[src/rtl/pos_read_controller.sv]
// rtl/pos_read_controller.sv - home/neighbour cell read address sequencer for the position preprocessor
module pos_read_controller #(
  parameter int PARTICLE_ID_WIDTH  = 7,
  parameter int NUM_NEIGHBOR_CELLS = 13
) (
  input  logic                                                clk,
  input  logic                                                rst,
  input  logic                                                start,
  input  logic [(NUM_NEIGHBOR_CELLS+1)*PARTICLE_ID_WIDTH-1:0] cell_particle_num,
  input  logic                                                back_pressure,
  output logic [PARTICLE_ID_WIDTH-1:0]                        ref_id,
  output logic [PARTICLE_ID_WIDTH-1:0]                        particle_id,
  output logic                                                phase,
  output logic                                                reading_particle_num,
  output logic                                                pause_reading,
  output logic [NUM_NEIGHBOR_CELLS:0]                         broadcast_done,
  output logic                                                busy,
  output logic                                                done
);

  localparam int W = PARTICLE_ID_WIDTH;
  localparam int N = NUM_NEIGHBOR_CELLS;

  typedef enum logic [2:0] {
    IDLE,
    LOAD,
    READ_NUM,
    SWEEP,
    PHASE_END,
    DONE
  } state_t;

  state_t         state, state_d;
  logic [W-1:0]   cnt [0:N];
  logic [W-1:0]   max_nb, max_nb_d;
  logic [W-1:0]   home_cnt, home_cnt_d;
  logic [W-1:0]   nb_max;
  logic [W-1:0]   ref_d, pid_d;
  logic           phase_d, rpn_d, pause_d, busy_d, done_d;
  logic [N:0]     bd_d;
  logic           new_pair;

  // Largest neighbour count; only consumed while in LOAD.
  always_comb begin
    nb_max = '0;
    for (int c = 1; c <= N; c++) begin
      if (cnt[c] > nb_max) nb_max = cnt[c];
    end
  end

  // Next-state and next-output decode; every output is registered from these values.
  always_comb begin
    state_d    = state;
    ref_d      = ref_id;
    pid_d      = particle_id;
    phase_d    = phase;
    rpn_d      = 1'b0;
    pause_d    = 1'b0;
    bd_d       = '1;
    busy_d     = busy;
    done_d     = 1'b0;
    max_nb_d   = max_nb;
    home_cnt_d = home_cnt;
    new_pair   = 1'b0;

    case (state)
      IDLE: begin
        busy_d = 1'b0;
        if (start) begin
          state_d = LOAD;
          busy_d  = 1'b1;
          ref_d   = '0;
          pid_d   = '0;
        end
      end
      LOAD: begin
        // An empty neighbourhood still sweeps one slot per reference particle.
        max_nb_d   = (nb_max == '0) ? W'(1) : nb_max;
        home_cnt_d = cnt[0];
        state_d    = READ_NUM;
        rpn_d      = 1'b1;
        bd_d       = '0;
        ref_d      = '0;
        pid_d      = '0;
      end
      READ_NUM: begin
        if (home_cnt == '0) begin
          state_d = PHASE_END;
          ref_d   = '0;
          pid_d   = '0;
        end else begin
          state_d  = SWEEP;
          ref_d    = W'(1);
          pid_d    = W'(1);
          new_pair = 1'b1;
        end
      end
      SWEEP: begin
        if (back_pressure) begin
          // Repeat the current pair; downstream discards it via pause_reading.
          pause_d = 1'b1;
          bd_d    = broadcast_done;
        end else if (particle_id < max_nb) begin
          pid_d    = particle_id + W'(1);
          new_pair = 1'b1;
        end else if (ref_id < home_cnt) begin
          ref_d    = ref_id + W'(1);
          pid_d    = W'(1);
          new_pair = 1'b1;
        end else begin
          state_d = PHASE_END;
          ref_d   = '0;
          pid_d   = '0;
        end
      end
      PHASE_END: begin
        ref_d = '0;
        pid_d = '0;
        if (!phase) begin
          phase_d = 1'b1;
          state_d = READ_NUM;
          rpn_d   = 1'b1;
          bd_d    = '0;
        end else begin
          phase_d = 1'b0;
          state_d = DONE;
          busy_d  = 1'b0;
          done_d  = 1'b1;
        end
      end
      DONE: begin
        state_d = IDLE;
        busy_d  = 1'b0;
      end
      default: begin
        state_d = IDLE;
        busy_d  = 1'b0;
      end
    endcase

    // A cell is exhausted once the broadcast address passes its count.
    if (new_pair) begin
      for (int c = 0; c <= N; c++) begin
        bd_d[c] = (pid_d > cnt[c]);
      end
    end
  end

  // State, output and count registers; counts are captured only on an accepted start.
  always_ff @(posedge clk or negedge rst) begin
    if (!rst) begin
      state                <= IDLE;
      ref_id               <= '0;
      particle_id          <= '0;
      phase                <= 1'b0;
      reading_particle_num <= 1'b0;
      pause_reading        <= 1'b0;
      broadcast_done       <= '1;
      busy                 <= 1'b0;
      done                 <= 1'b0;
      max_nb               <= '0;
      home_cnt             <= '0;
      for (int c = 0; c <= N; c++) cnt[c] <= '0;
    end else begin
      state                <= state_d;
      ref_id               <= ref_d;
      particle_id          <= pid_d;
      phase                <= phase_d;
      reading_particle_num <= rpn_d;
      pause_reading        <= pause_d;
      broadcast_done       <= bd_d;
      busy                 <= busy_d;
      done                 <= done_d;
      max_nb               <= max_nb_d;
      home_cnt             <= home_cnt_d;
      if (state == IDLE && start) begin
        for (int c = 0; c <= N; c++) cnt[c] <= cell_particle_num[c*W +: W];
      end
    end
  end

endmodule

[config.mk]
export PLATFORM = sky130hd
export DESIGN_NAME = pos_read_controller
export DESIGN_NICKNAME = d
export VERILOG_FILES = /design/src/rtl/pos_read_controller.sv
export SDC_FILE = /design/constraint.sdc
export NUM_CORES = 1
export LEC_CHECK = 0
export ABC_AREA = 0
export CAP_MARGIN = 20
export CELL_PAD_IN_SITES_DETAIL_PLACEMENT = 0
export CELL_PAD_IN_SITES_GLOBAL_PLACEMENT = 1
export CORE_MARGIN = 5
export CORE_UTILIZATION = 47
export CTS_CLUSTER_DIAMETER = 150
export CTS_CLUSTER_SIZE = 40
export DETAILED_ROUTE_END_ITERATION = 10
export GPL_ROUTABILITY_DRIVEN = 0
export GPL_TIMING_DRIVEN = 0
export PLACE_DENSITY_LB_ADDON = 0.2
export SETUP_SLACK_MARGIN = 0.1
export SYNTH_ARGS = -nofsm -noshare
export SYNTH_HDL_FRONTEND = slang
export SYNTH_SLANG_ARGS = --single-unit
[constraint.sdc]
create_clock -name clk -period 39.4 [get_ports clk]
set_clock_uncertainty 0.1 [all_clocks]
set_input_delay 3.94 -clock clk [delete_from_list [all_inputs] [get_ports clk]]
set_output_delay 3.94 -clock clk [all_outputs]
set_load 0.05 [all_outputs]
==> Yosys cells after proc, flatten, opt, wreduce, memory -nomap -nowiden <==
Cells that the tools add are included.
{ "op_classes": {"n_div": 0, "eq_ne": 10, "n_addsub": 2, "n_reduce_logical": 10, "n_bitwise": 1, "shift": 0, "n_mux": 50, "magnitude_cmp": 29, "multipliers": 0} }
{ "ops": {"columns": ["operator", "count"], "rows": [
  ["> comparator 7 bit", 26],
  ["two-way mux 7 bit", 21],
  ["one-hot mux 7 bit (4 select lines)", 2],
  ["two-way mux 14 bit", 3],
  ["one-hot mux 14 bit (3 select lines)", 1],
  ["two-way mux 3 bit", 6],
  ["one-hot mux 3 bit (5 select lines)", 1],
  ["adder 7 x 1 -> 7 bit, second input constant", 2],
  ["zero test 7 bit", 2],
  ["less-than comparator 7 bit", 2],
  ["two-way mux 1 bit", 13],
  ["!= test 2 bit, second input constant", 5],
  ["AND reduction 4 bit", 2],
  ["> comparator 7 x 1 -> 1 bit, second input constant", 1],
  ["equality test 3 x 2 -> 1 bit, second input constant", 2],
  ["one-hot mux 1 bit (2 select lines)", 2],
  ["nonzero test 4 bit", 1],
  ["equality test 3 x 1 -> 1 bit, second input constant", 1],
  ["equality test 3 bit, second input constant", 1],
  ["zero test 3 bit", 1],
  ["!= test 3 bit, second input constant", 1],
  ["one-hot mux 1 bit (3 select lines)", 1],
  ["OR reduction 3 bit", 1],
  ["AND reduction 2 bit", 1],
  ["3 further kinds", 3]
]} }
{ "word_totals": {"ramBits": 0, "mem_count": 0, "out_inout_bits": 33, "mem_bits_ro": 0, "elab_cells": 127, "latch_bits": 0, "register_bits": 148, "inputBits": 102} }

==> Longest topological paths before layout <==
Gate-level depths: netlist (run 1).
{ "depth": {"depth_word": 28, "ltp_mapped": 117, "ltp_nobuf": 111} }

==> Least setup slack after synthesis (run 1) <==
OpenSTA, ideal clock, no wires.
{ "synth_path": {"path_kind": "register to register", "from": "reg cnt[87] (netlist bit)", "to": "reg max_nb[0]", "setup_time_ns": 0.092, "setup_slack_ns": 18.800, "arrival_time_ns": 20.408, "path_buffers": 8, "required_ns": 39.208, "path_stages_with_launch": 107, "period_less_slack_ns": 20.600, "cell_sequence": "dfrtp_1 inv_1 ha_1 nand4_1 or2_1 o21ai_2 clkbuf_1 a21oi_1 ha_1 nand3_1 and2_1 buf_6 a31oi_1 o22ai_1 mux2i_1 mux2_2 ha_1 nor2b_1 [... 71 more ...] a21oi_1 nor2b_1 o21ai_0 o21ai_0 nor2_1 or2_2 clkbuf_1 mux2_2 ha_1 nor2b_1 o21ai_0 a21oi_1 a211oi_1 nor2_1 a22oi_1 o21ai_1 or4_1 o31ai_2"} }
{ "synth_between": {"elab_chain_cells": 28} }
{ "synth_rtl": {"columns": ["element", "line_no", "text"], "rows": [
  ["start: declaration", "34", "logic [W-1:0] cnt [0:N];"],
  ["> comparator 7 x 1 -> 1 bit", "47", "if (cnt[c] > nb_max) nb_max = cnt[c];"],
  ["two-way mux 7 bit (*)", "47", null],
  ["> comparator 7 bit", "47", null],
  ["two-way mux 7 bit (*)", "47", null],
  ["> comparator 7 bit", "47", null],
  ["two-way mux 7 bit (*)", "47", null],
  ["> comparator 7 bit", "47", null],
  ["two-way mux 7 bit (*)", "47", null],
  ["[... 12 more ...]", null, null],
  ["> comparator 7 bit", "47", null],
  ["two-way mux 7 bit (*)", "47", null],
  ["> comparator 7 bit", "47", null],
  ["two-way mux 7 bit (*)", "47", null],
  ["> comparator 7 bit", "47", null],
  ["two-way mux 7 bit (*)", "47", null],
  ["zero test 7 bit", "78", "max_nb_d = (nb_max == '0) ? W'(1) : nb_max;"],
  ["two-way mux 7 bit (*)", "78", null],
  ["end signal: assignment", "174", "max_nb <= max_nb_d;"],
  ["end: declaration", "35", "logic [W-1:0] max_nb, max_nb_d;"]
]} }
Mark *: on every way between the ends. The rest lies on a longest branch, timed or not.
A chain may end at the register's enable or synchronous reset.

==> Worst setup path in the final report (run 1) <==
Same ends and word-level chain as after synthesis.

==> qor.log, run 1 <==
INFO  outcome        status=finished clean
INFO  yosys          synth_cell_type_count=88
INFO  yosys          postSynth.asyncResetShare=100.0%
INFO  yosys          synthSimpleGateAreaFrac=15.99%
INFO  die            start_util=47.94%
INFO  finish         fillCellCount=2,321
INFO  die            die_h=170.5um
INFO  yosys          ys_seq_elements=148
INFO  min_path       hold_depth=2
INFO  finish         antenna_cells=0
INFO  worst_setup_path rr_endpoint=max_nb[0]
INFO  yosys          synth_adder_area_share=19.78%
INFO  timing         report.final.setup_viol=0
INFO  routing        detail_route.wirelength=36.92mm
INFO  clock_network  clock_tree_from_tritoncts=yes
INFO  timing         maxSlewViolCount=0
INFO  yosys          post_synth.cell_area_avg=8.557um2
INFO  grt            globalRouteOverflowTotal=0
INFO  routing        drc=0
INFO  clock_network  cts_hold_repair.buffers=0
INFO  timing         maxSlewHeadroom=27.18%
INFO  placed_design  placed_cells=1,891
INFO  die            rows=58
INFO  timing         finalHoldWorstSlack=0.3725ns
INFO  routing        wl_per_cell=19.20um
INFO  worst_setup_path cp_data_required_time=39.65ns
INFO  worst_setup_path critical_path_class=flop to flop
INFO  grt            groute.usage.overall=25.81%
INFO  worst_setup_path cpMostUsedCell=sky130_fd_sc_hd__o21ai_0
INFO  clock_network  worst_setup_hold_path_clk_slew=0.07ns
INFO  yosys          synthesis.area=0.01211mm2
INFO  worst_setup_path crit_path_max_incr_delay=0.62ns
INFO  routing        final_antenna_net_count=0
INFO  yosys          synth_top_flop_cell=sky130_fd_sc_hd__dfrtp_1
INFO  clock_network  cts_inserted_buffers=17
INFO  grt            first_global_vias=10.70k
INFO  placed_design  detailed_place_hpwl=29.08mm
INFO  routing        number_of_detailed_route_iterations_in_the_first_pass=5
INFO  die            die_area=0.02907mm2
INFO  finish         final_cell_count_no_fill=1,923
INFO  grt            antenna_found_initial=1
INFO  clock_network  ctsResizeCount=0
INFO  yosys          post_synth_edffs=0
INFO  timing         period_share=61.87%
INFO  yosys          synth.yosys.seq_area_share=30.73%
INFO  timing         fmax=0.04102GHz
INFO  min_path       hold_start=cnt[93]
INFO  yosys          synth.area.mux_share=3.617%
INFO  worst_setup_path reg2regPathDepth=108
INFO  finish         final_layout_size_suffix_gt1_share=7.972%
INFO  timing         max_slew.worst_pin.slew=1.092ns
INFO  min_path       hp-class=flop to flop
INFO  yosys          synth_compound_gate_area_share=23.79%
INFO  finish         area_growth=21.11%
INFO  worst_setup_path cp.arrival=24.63ns
INFO  clock_network  postCtsSetupRepairBufs=0
INFO  finish         combined_area_of_the_multi_input_logic_cells=0.007762mm2
INFO  clock_network  clock_sink_count=148
INFO  timing         post-route-min-period=24.38ns
INFO  timing         fin_tns_setup=0ns
INFO  yosys          netlist_instances=1,415
INFO  clock_network  clock_latency=0.45ns
INFO  routing        num_vias=10.96k
INFO  worst_setup_path critPathLaunchType=flop
INFO  worst_setup_path crit_path_top_delay_cell=sky130_fd_sc_hd__a221oi_1
INFO  min_path       worst_hold_path.endpoint=home_cnt[2]
INFO  die            coreArea=0.02525mm2
INFO  die            die_width=170.5um
INFO  yosys          synth_top_family_by_area=compound AO/OA/AOI/OAI gates
INFO  worst_setup_path crit_path_end_kind=flop
INFO  timing         hold_violations=0
INFO  die            num_io_pins=135
INFO  finish         layout.area.seq=0.003721mm2
INFO  grt            grt_max_degree=86
INFO  yosys          xor_xnor_cell_area_share_of_the_yosys_netlist=0.4340%
INFO  grt            global_route_wire_length_before_repair=58.57mm
INFO  routing        route.detailed.vias_per_inst=5.699
INFO  clock_network  cts.path.max_buffers=2
INFO  timing         setup_repair_after_global_routing_missed_its_margin=no
INFO  routing        detailed_route_iter0_violations=860
INFO  worst_setup_path cp_max_fo=10
INFO  finish         final_nets=1,870
INFO  clock_network  maximum_level_of_the_cts_h_tree=4
INFO  worst_setup_path critical_path.reg2reg.startpoint=cnt[87]
INFO  yosys          ys.warnings.count=0
INFO  placed_design  buffer_ports.inserted=134
INFO  worst_setup_path worst-r2r-setup-slack=15.02ns
INFO  clock_network  root_buffer=sky130_fd_sc_hd__clkbuf_16
INFO  yosys          synth_nets=1,705
INFO  run            max_cap_violations=0
==> per-layer routing <==
layer / routed length (um) / GRT usage [%] / share of wire, %
met3: 2239 / 5.384 / 6.1
met5: 7 / 0 / 0.019
met4: 832 / 6.701 / 2.3
met2: 16960 / 42.07 / 46
met1: 16870 / 35.17 / 46
==> placed cells by master, fill, tap and decap left out, types with 12 or more instances in the layout <==
cell,instances
sky130_fd_sc_hd__a21o_1,33
sky130_fd_sc_hd__a21oi_1,86
sky130_fd_sc_hd__and4_1,13
sky130_fd_sc_hd__clkbuf_1,37
sky130_fd_sc_hd__clkbuf_16,17
sky130_fd_sc_hd__clkdlybuf4s50_1,133
sky130_fd_sc_hd__dfrtp_1,134
sky130_fd_sc_hd__dfstp_2,14
sky130_fd_sc_hd__ha_1,188
sky130_fd_sc_hd__inv_1,136
sky130_fd_sc_hd__mux2_2,19
sky130_fd_sc_hd__mux2i_1,15
sky130_fd_sc_hd__nand2_1,147
sky130_fd_sc_hd__nand2b_1,38
sky130_fd_sc_hd__nand3_1,33
sky130_fd_sc_hd__nand4_1,12
sky130_fd_sc_hd__nor2_1,67
sky130_fd_sc_hd__nor2b_1,41
sky130_fd_sc_hd__o21a_1,14
sky130_fd_sc_hd__o21ai_0,201
==> metrics by stage <==
step | utilization, % | setup slack [ns] | cell area, um2
after floorplan | - | 18.80 | 12110
after global placement | 54.89 | 15.78 | 13860
after detailed placement | 55.75 | 15.51 | 14080
after CTS | 58.07 | 15.37 | 14660
after global routing | 58.07 | 13.17 | 14660
final | 58.07 | 15.02 | 14660
==> state kept, by name (all words and copies together) (netlist names) <==
register / count
phase: 1
home_cnt: 7
reading_particle_num: 1
cnt: 98
done: 1
particle_id: 7
state: 3
max_nb: 7
pause_reading: 1
broadcast_done: 14
ref_id: 7
busy: 1
==> area by class of cell <==
cell class,count,area share (%)
Inverter,136,3.481
Timing Repair Buffer,146,10.21
Tap cell,330,2.816
Multi-Input combinational cell,1088,52.93
Buffer,43,1.195
Clock buffer,17,2.901
Sequential cell,148,25.38
Clock inverter,15,1.084
==> critical path, delay by kind of cell, from the launching register on <==
family                   cells  cell delay, ns
AO/OA/AOI/OAI               47            9.42
adder cells (fa/ha/maj)     15            4.23
buffers and inverters        9            2.10
flip-flops                   1            0.44
multiplexers                 6            2.18
AND/OR/NAND/NOR             31            5.80
==> logic make-up (layout without fill, tap and decap cells) <==
family,count (synthesis),count (layout)
and+or+nand+nor,395,395
xor gates and xnor gates,6,6
muxes,38,38
adders and majority gates,192,192
DFF,148,148
buffers and inverters,179,357
AOI/OAI and AO/OA,457,457
==> cell usage after synthesis (5+ instances only) <==
cell type / count / area (um2)
sky130_fd_sc_hd__o21a_1: 14 / 105.1
sky130_fd_sc_hd__nand3_1: 33 / 165.2
sky130_fd_sc_hd__mux2i_1: 15 / 150.1
sky130_fd_sc_hd__o31ai_1: 9 / 67.56
sky130_fd_sc_hd__and4_1: 13 / 113.9
sky130_fd_sc_hd__ha_1: 188 / 2352
sky130_fd_sc_hd__mux2_2: 19 / 214.0
sky130_fd_sc_hd__o211a_1: 5 / 50.05
sky130_fd_sc_hd__dfrtp_1: 134 / 3353
sky130_fd_sc_hd__o21ai_1: 5 / 25.02
sky130_fd_sc_hd__nor2b_1: 41 / 256.5
sky130_fd_sc_hd__a21o_1: 33 / 247.7
sky130_fd_sc_hd__or2_2: 6 / 37.54
sky130_fd_sc_hd__a31oi_1: 11 / 68.82
sky130_fd_sc_hd__nor2_1: 67 / 251.5
sky130_fd_sc_hd__a41oi_1: 11 / 96.34
sky130_fd_sc_hd__clkbuf_1: 37 / 138.9
sky130_fd_sc_hd__a211oi_1: 8 / 60.06
sky130_fd_sc_hd__and2_1: 7 / 43.79
sky130_fd_sc_hd__o211ai_1: 11 / 82.58
sky130_fd_sc_hd__and3_1: 11 / 68.82
sky130_fd_sc_hd__nand2b_1: 38 / 237.7
sky130_fd_sc_hd__dfstp_2: 14 / 367.9
sky130_fd_sc_hd__inv_1: 136 / 510.5
sky130_fd_sc_hd__nand2_1: 147 / 551.8
sky130_fd_sc_hd__o21ai_0: 204 / 1021
sky130_fd_sc_hd__nor3_1: 5 / 25.02
sky130_fd_sc_hd__a21oi_1: 87 / 435.4
sky130_fd_sc_hd__nand4_1: 12 / 75.07
==> worst max-delay path by stage <==
| stage | to | start | cells past startpoint |
|---|---|---|---|
| after floorplan | max_nb[0] | cnt[87] | 106 |
| after global placement | max_nb[0] | cnt[89] | 109 |
| after detailed placement | max_nb[0] | cnt[87] | 109 |
| after CTS | max_nb[0] | cnt[87] | 109 |
| after global routing | max_nb[0] | cnt[86] | 109 |
| final | max_nb[0] | cnt[87] | 108 |
Power of run 1 is left out: the tool's default activity adds up to more than one toggle a clock period on the data nets, which glitch-free logic cannot reach.
==> run 2, diff against run 1 <==
CORE_UTILIZATION = 40   (was 47)
clock period = 21.5 ns   (was 39.4 ns; I/O delays follow)
==> qor.log, run 2 (same netlist as run 1, synthesis figures left out) <==
INFO  clock_network  cts_hold_repair.buffers=0
INFO  timing         hold_violations=0
INFO  die            start_util=40.64%
INFO  worst_setup_path worst-r2r-setup-slack=0.92ns
INFO  finish         most_used_cells_in_the_layout_excluding_fill_and_tap_cells=sky130_fd_sc_hd__o21ai_0 (189), sky130_fd_sc_hd__ha_1 (180), sky130_fd_sc_hd__nand2_1 (147)
INFO  worst_setup_path crit_path_max_incr_delay=0.42ns
INFO  timing         report.final.setup_viol=0
INFO  timing         post-route-min-period=20.58ns
INFO  routing        detailed_route_iter0_violations=632
INFO  die            rows=63
INFO  clock_network  worst_setup_hold_path_clk_slew=0.07ns
INFO  placed_design  detailed_place_hpwl=30.75mm
INFO  worst_setup_path rr_endpoint=max_nb[0]
INFO  placed_design  placed_cells=1,950
INFO  finish         final_layout_size_suffix_gt1_share=15.02%
INFO  grt            grt_max_degree=95
INFO  clock_network  root_buffer=sky130_fd_sc_hd__clkbuf_16
INFO  finish         mostFrequentLayoutCell=sky130_fd_sc_hd__o21ai_0
INFO  worst_setup_path cp.arrival=20.83ns
INFO  clock_network  cts_inserted_buffers=17
INFO  finish         largest_register_ffs=98
INFO  routing        final_antenna_net_count=0
INFO  clock_network  clock_sink_count=148
INFO  grt            global_route_wire_length_before_repair=61.78mm
INFO  worst_setup_path critPathLaunchType=flop
INFO  finish         area_growth=30.52%
INFO  die            die_h=184.0um
INFO  worst_setup_path critical_path_class=flop to flop
INFO  worst_setup_path critical_path.reg2reg.startpoint=cnt[84]
INFO  timing         fin_tns_setup=0ns
INFO  finish         registers.top_by_ff_count=cnt
INFO  timing         period_share=95.72%
INFO  finish         final_cell_count_no_fill=2,041
INFO  finish         final_nets=1,928
INFO  placed_design  place_ws=-2.879ns
INFO  clock_network  clock_latency=0.44ns
INFO  timing         final.setup.worst_slack=0.9207ns
INFO  finish         antenna_cells=0
INFO  routing        num_vias=11.40k
INFO  routing        number_of_detailed_route_iterations_in_the_first_pass=5
INFO  die            coreArea=0.02980mm2
INFO  routing        detail_route.wirelength=40.00mm
INFO  die            num_io_pins=135
INFO  routing        route.detailed.vias_per_inst=5.587
INFO  grt            groute.usage.overall=23.19%
INFO  run            max_cap_violations=0
INFO  worst_setup_path cp_data_required_time=21.75ns
INFO  clock_network  clock_tree_from_tritoncts=yes
INFO  outcome        status=finished clean
INFO  clock_network  cts.path.max_buffers=2
INFO  placed_design  buffer_ports.inserted=134
INFO  die            die_width=184.0um
INFO  routing        wl_per_cell=19.60um
INFO  timing         maxSlewViolCount=0
INFO  grt            antenna_found_initial=1
INFO  timing         finalHoldWorstSlack=0.3891ns
INFO  worst_setup_path cpMostUsedCell=sky130_fd_sc_hd__ha_1
INFO  worst_setup_path crit_path_top_delay_cell=sky130_fd_sc_hd__dfrtp_1
INFO  timing         fmax=0.04859GHz
INFO  routing        drc=0
INFO  min_path       hp-class=flop to flop
INFO  worst_setup_path reg2regPathDepth=110
INFO  timing         maxSlewHeadroom=27.84%
INFO  worst_setup_path crit_path_end_kind=flop
INFO  timing         max_slew.worst_pin.slew=1.071ns
INFO  worst_setup_path setup.worst_path.start=cnt[84]
INFO  worst_setup_path worst_setup_path_endpoint=max_nb[0]
INFO  grt            first_global_vias=11.19k
INFO  worst_setup_path cp_max_fo=9
INFO  clock_network  maximum_level_of_the_cts_h_tree=4
INFO  finish         top_flop_regs=cnt x98, broadcast_done x14
INFO  finish         fillCellCount=2,824
INFO  die            die_area=0.03385mm2
INFO  grt            globalRouteOverflowTotal=0
[run 2: worst min path at each step]
stage                  from          end  slack (ns)  cells after the start
floorplan           cnt[92]  home_cnt[1]        0.35                      2
global placement    cnt[95]  home_cnt[4]        0.37                      2
detailed placement  cnt[96]  home_cnt[5]        0.37                      2
CTS                 cnt[95]  home_cnt[4]        0.39                      2
global route        cnt[95]  home_cnt[4]        0.40                      2
finish              cnt[96]  home_cnt[5]        0.39                      2
[run 2: metrics by stage]
step | utilization, % | cell area (um2)
global route | 53.04 | 15800
CTS | 50.63 | 15080
global placement | 46.78 | 13940
floorplan | - | 12110
finish | 53.04 | 15800
detailed placement | 47.72 | 14220
[run 2: area by class of cell]
class / instances / area (um2) / area share (%)
Clock inverter: 15 / 185.2 / 1.172
Multi-Input combinational cell: 1088 / 8208 / 51.94
Timing Repair Buffer: 205 / 2046 / 12.95
Tap cell: 390 / 488.0 / 3.088
Inverter: 136 / 510.5 / 3.230
Sequential cell: 148 / 3721 / 23.55
Clock buffer: 17 / 425.4 / 2.692
Buffer: 42 / 219.0 / 1.386
[run 2: critical path, delay by kind of cell, from the launching register on]
kind                     cells  cell delay (ns)
flip-flops                   1             0.42
AO/OA/AOI/OAI               41             6.62
buffers and inverters       16             2.23
AND/OR/NAND/NOR             32             5.00
multiplexers                 7             2.10
adder cells (fa/ha/maj)     14             4.03
[run 2: what timing repair did]
action / CTS / global route
buffers inserted: 13 / 45
pin swaps: 7 / 30
gates resized for setup: 42 / 76
cloned: 0 / 2
setup endpoints to repair: 7 / 7
[run 2: routing by layer]
layer | global-route usage (%) | wire [um] | up-vias
met4 | 5.294 | 804 | 0
li1 | - | - | 5529
met5 | 0 | 0 | -
met1 | 32.01 | 18410 | 5557
met3 | 3.087 | 1739 | 54
met2 | 38.86 | 19040 | 264
Power of run 2 is left out for the same reason.
==> run 3, diff against run 2 <==
CORE_UTILIZATION = 48   (was 40)
CTS_BUF_LIST = sky130_fd_sc_hd__clkbuf_4 sky130_fd_sc_hd__clkbuf_8   (was unset)
clock period = 24.5 ns   (was 21.5 ns; I/O delays follow)
==> qor.log, run 3 (same netlist as run 1, synthesis figures left out) <==
INFO  routing        drc=0
INFO  die            coreArea=0.02504mm2
INFO  finish         most_used_cells_in_the_layout_excluding_fill_and_tap_cells=sky130_fd_sc_hd__o21ai_0 (198), sky130_fd_sc_hd__ha_1 (188), sky130_fd_sc_hd__nand2_1 (147)
INFO  outcome        status=finished clean
INFO  timing         max_slew.worst_pin.slew=1.106ns
INFO  die            die_h=168.8um
INFO  grt            first_global_vias=10.77k
INFO  die            num_io_pins=135
INFO  timing         final.setup.worst_slack=1.877ns
INFO  timing         report.final.setup_viol=0
INFO  clock_network  root_buffer=sky130_fd_sc_hd__clkbuf_8
INFO  worst_setup_path critical_path_class=flop to flop
INFO  routing        number_of_detailed_route_iterations_in_the_first_pass=7
INFO  worst_setup_path cpMostUsedCell=sky130_fd_sc_hd__ha_1
INFO  timing         maxSlewHeadroom=26.29%
INFO  timing         fin_tns_setup=0ns
INFO  finish         area_growth=20.38%
INFO  finish         final_nets=1,870
INFO  clock_network  maximum_level_of_the_cts_h_tree=4
INFO  worst_setup_path cp.arrival=22.91ns
INFO  worst_setup_path critPathLaunchType=flop
INFO  routing        final_antenna_net_count=0
INFO  finish         top_flop_regs=cnt x98, broadcast_done x14
INFO  worst_setup_path crit_path_max_incr_delay=0.55ns
INFO  worst_setup_path crit_path_top_delay_cell=sky130_fd_sc_hd__or4_1
INFO  worst_setup_path crit_family=compound AO/OA/AOI/OAI gates
INFO  die            die_area=0.02850mm2
INFO  placed_design  buffer_ports.inserted=134
INFO  placed_design  detailed_place_hpwl=28.98mm
INFO  routing        wl_per_cell=19.14um
INFO  timing         setup_repair_after_global_routing_missed_its_margin=no
INFO  timing         maxSlewViolCount=0
INFO  grt            global_route_wire_length_before_repair=58.07mm
INFO  routing        detail_route.wirelength=36.81mm
INFO  finish         registers.top_by_ff_count=cnt
INFO  finish         final_layout_size_suffix_gt1_share=9.040%
INFO  clock_network  cts.path.max_buffers=2
INFO  grt            groute.usage.overall=25.81%
INFO  clock_network  clock_tree_from_tritoncts=yes
INFO  grt            grt_max_degree=93
INFO  timing         finalHoldWorstSlack=0.3749ns
INFO  placed_design  place_ws=0.3424ns
INFO  clock_network  cts_hold_repair.buffers=0
INFO  finish         mostFrequentLayoutCell=sky130_fd_sc_hd__o21ai_0
INFO  finish         antenna_cells=0
INFO  clock_network  cts_inserted_buffers=17
INFO  finish         largest_register_ffs=98
INFO  grt            globalRouteOverflowTotal=0
INFO  worst_setup_path crit_buf_inv=10
INFO  routing        num_vias=11.08k
INFO  grt            antenna_found_initial=0
INFO  worst_setup_path crit_path_end_kind=flop
INFO  routing        route.detailed.vias_per_inst=5.762
INFO  die            start_util=48.36%
INFO  routing        detailed_route_iter0_violations=866
INFO  die            rows=58
INFO  min_path       hp-class=flop to flop
INFO  run            max_cap_violations=0
INFO  worst_setup_path cp_max_fo=10
INFO  clock_network  clock_sink_count=148
INFO  timing         period_share=92.34%
INFO  timing         post-route-min-period=22.62ns
INFO  timing         hold_violations=0
INFO  timing         fmax=0.04420GHz
INFO  clock_network  worst_setup_hold_path_clk_slew=0.11ns
INFO  die            die_width=168.8um
INFO  worst_setup_path cp_data_required_time=24.79ns
INFO  clock_network  clock_latency=0.49ns
run 3: cell count changes in the layout (fill, tap and decap cells not counted), moves of 7 or more:
| cell | previous run | this run |
|---|---|---|
| sky130_fd_sc_hd__buf_4 | 58 | 7 |
| sky130_fd_sc_hd__clkbuf_8 | 0 | 17 |
| sky130_fd_sc_hd__o21ai_0 | 189 | 198 |
| sky130_fd_sc_hd__ha_1 | 180 | 188 |
| sky130_fd_sc_hd__buf_6 | 11 | 3 |
| sky130_fd_sc_hd__clkbuf_16 | 18 | 0 |
| sky130_fd_sc_hd__a21oi_2 | 12 | 5 |
| sky130_fd_sc_hd__a21oi_1 | 77 | 85 |
run 3: path summary, 6_finish.rpt:
| path | from | to | slack [ns] | cells past startpoint |
|---|---|---|---|---|
| setup / recovery | cnt[87] | max_nb[0] | 1.88 | 106 |
| hold / removal | cnt[92] | home_cnt[1] | 0.37 | 2 |
| setup reg to reg | cnt[87] | max_nb[0] | 1.88 | 106 |
| hold reg to reg | cnt[92] | home_cnt[1] | 0.37 | 2 |
| max in group asynchronous | rst | broadcast_done[6] | 21.48 | 2 |
| min in group asynchronous | rst | ref_id[4] | 1.94 | 1 |
run 3: through the flow:
step           instances  utilization [%]  area (um2)
3_3_place_gp        1879            55.37       13860
3_5_place_dp        1889            56.21       14070
4_1_cts             1921            57.76       14460
6_report            1923            58.22       14580
5_1_grt             1923            58.22       14580
2_1_floorplan       1415                -       12110
run 3: area by class of cell:
class | instances | area (um2)
sequential | 148 | 3721
inverter | 136 | 510.5
buffer | 42 | 175.2
fill | 2278 | 10460
tap | 330 | 412.9
clock buffer | 17 | 234.0
timing repair buffer | 147 | 1514
clock inverter | 15 | 152.6
multi-input combinational | 1088 | 7855
run 3: tightest hold or removal path, cell delays in order, from the launching register on:
cell                      delay, ns
sky130_fd_sc_hd__dfrtp_1       0.36
sky130_fd_sc_hd__nand2_1       0.05
sky130_fd_sc_hd__o21ai_0       0.06
run 3: what timing repair did:
item,CTS,global route
buffers inserted,0,3
gates resized for setup,0,27
setup endpoints to repair,0,7
run 3: layer usage:
metal  global-route usage, %  wire [um]  vias to the layer above
met3                   3.386       1931                       49
met2                   42.46      16990                      332
met5                       0          0                        -
met4                   6.810        784                        0
met1                   36.02      17110                     5295
li1                        -          -                     5405
Power of run 3 is left out for the same reason.
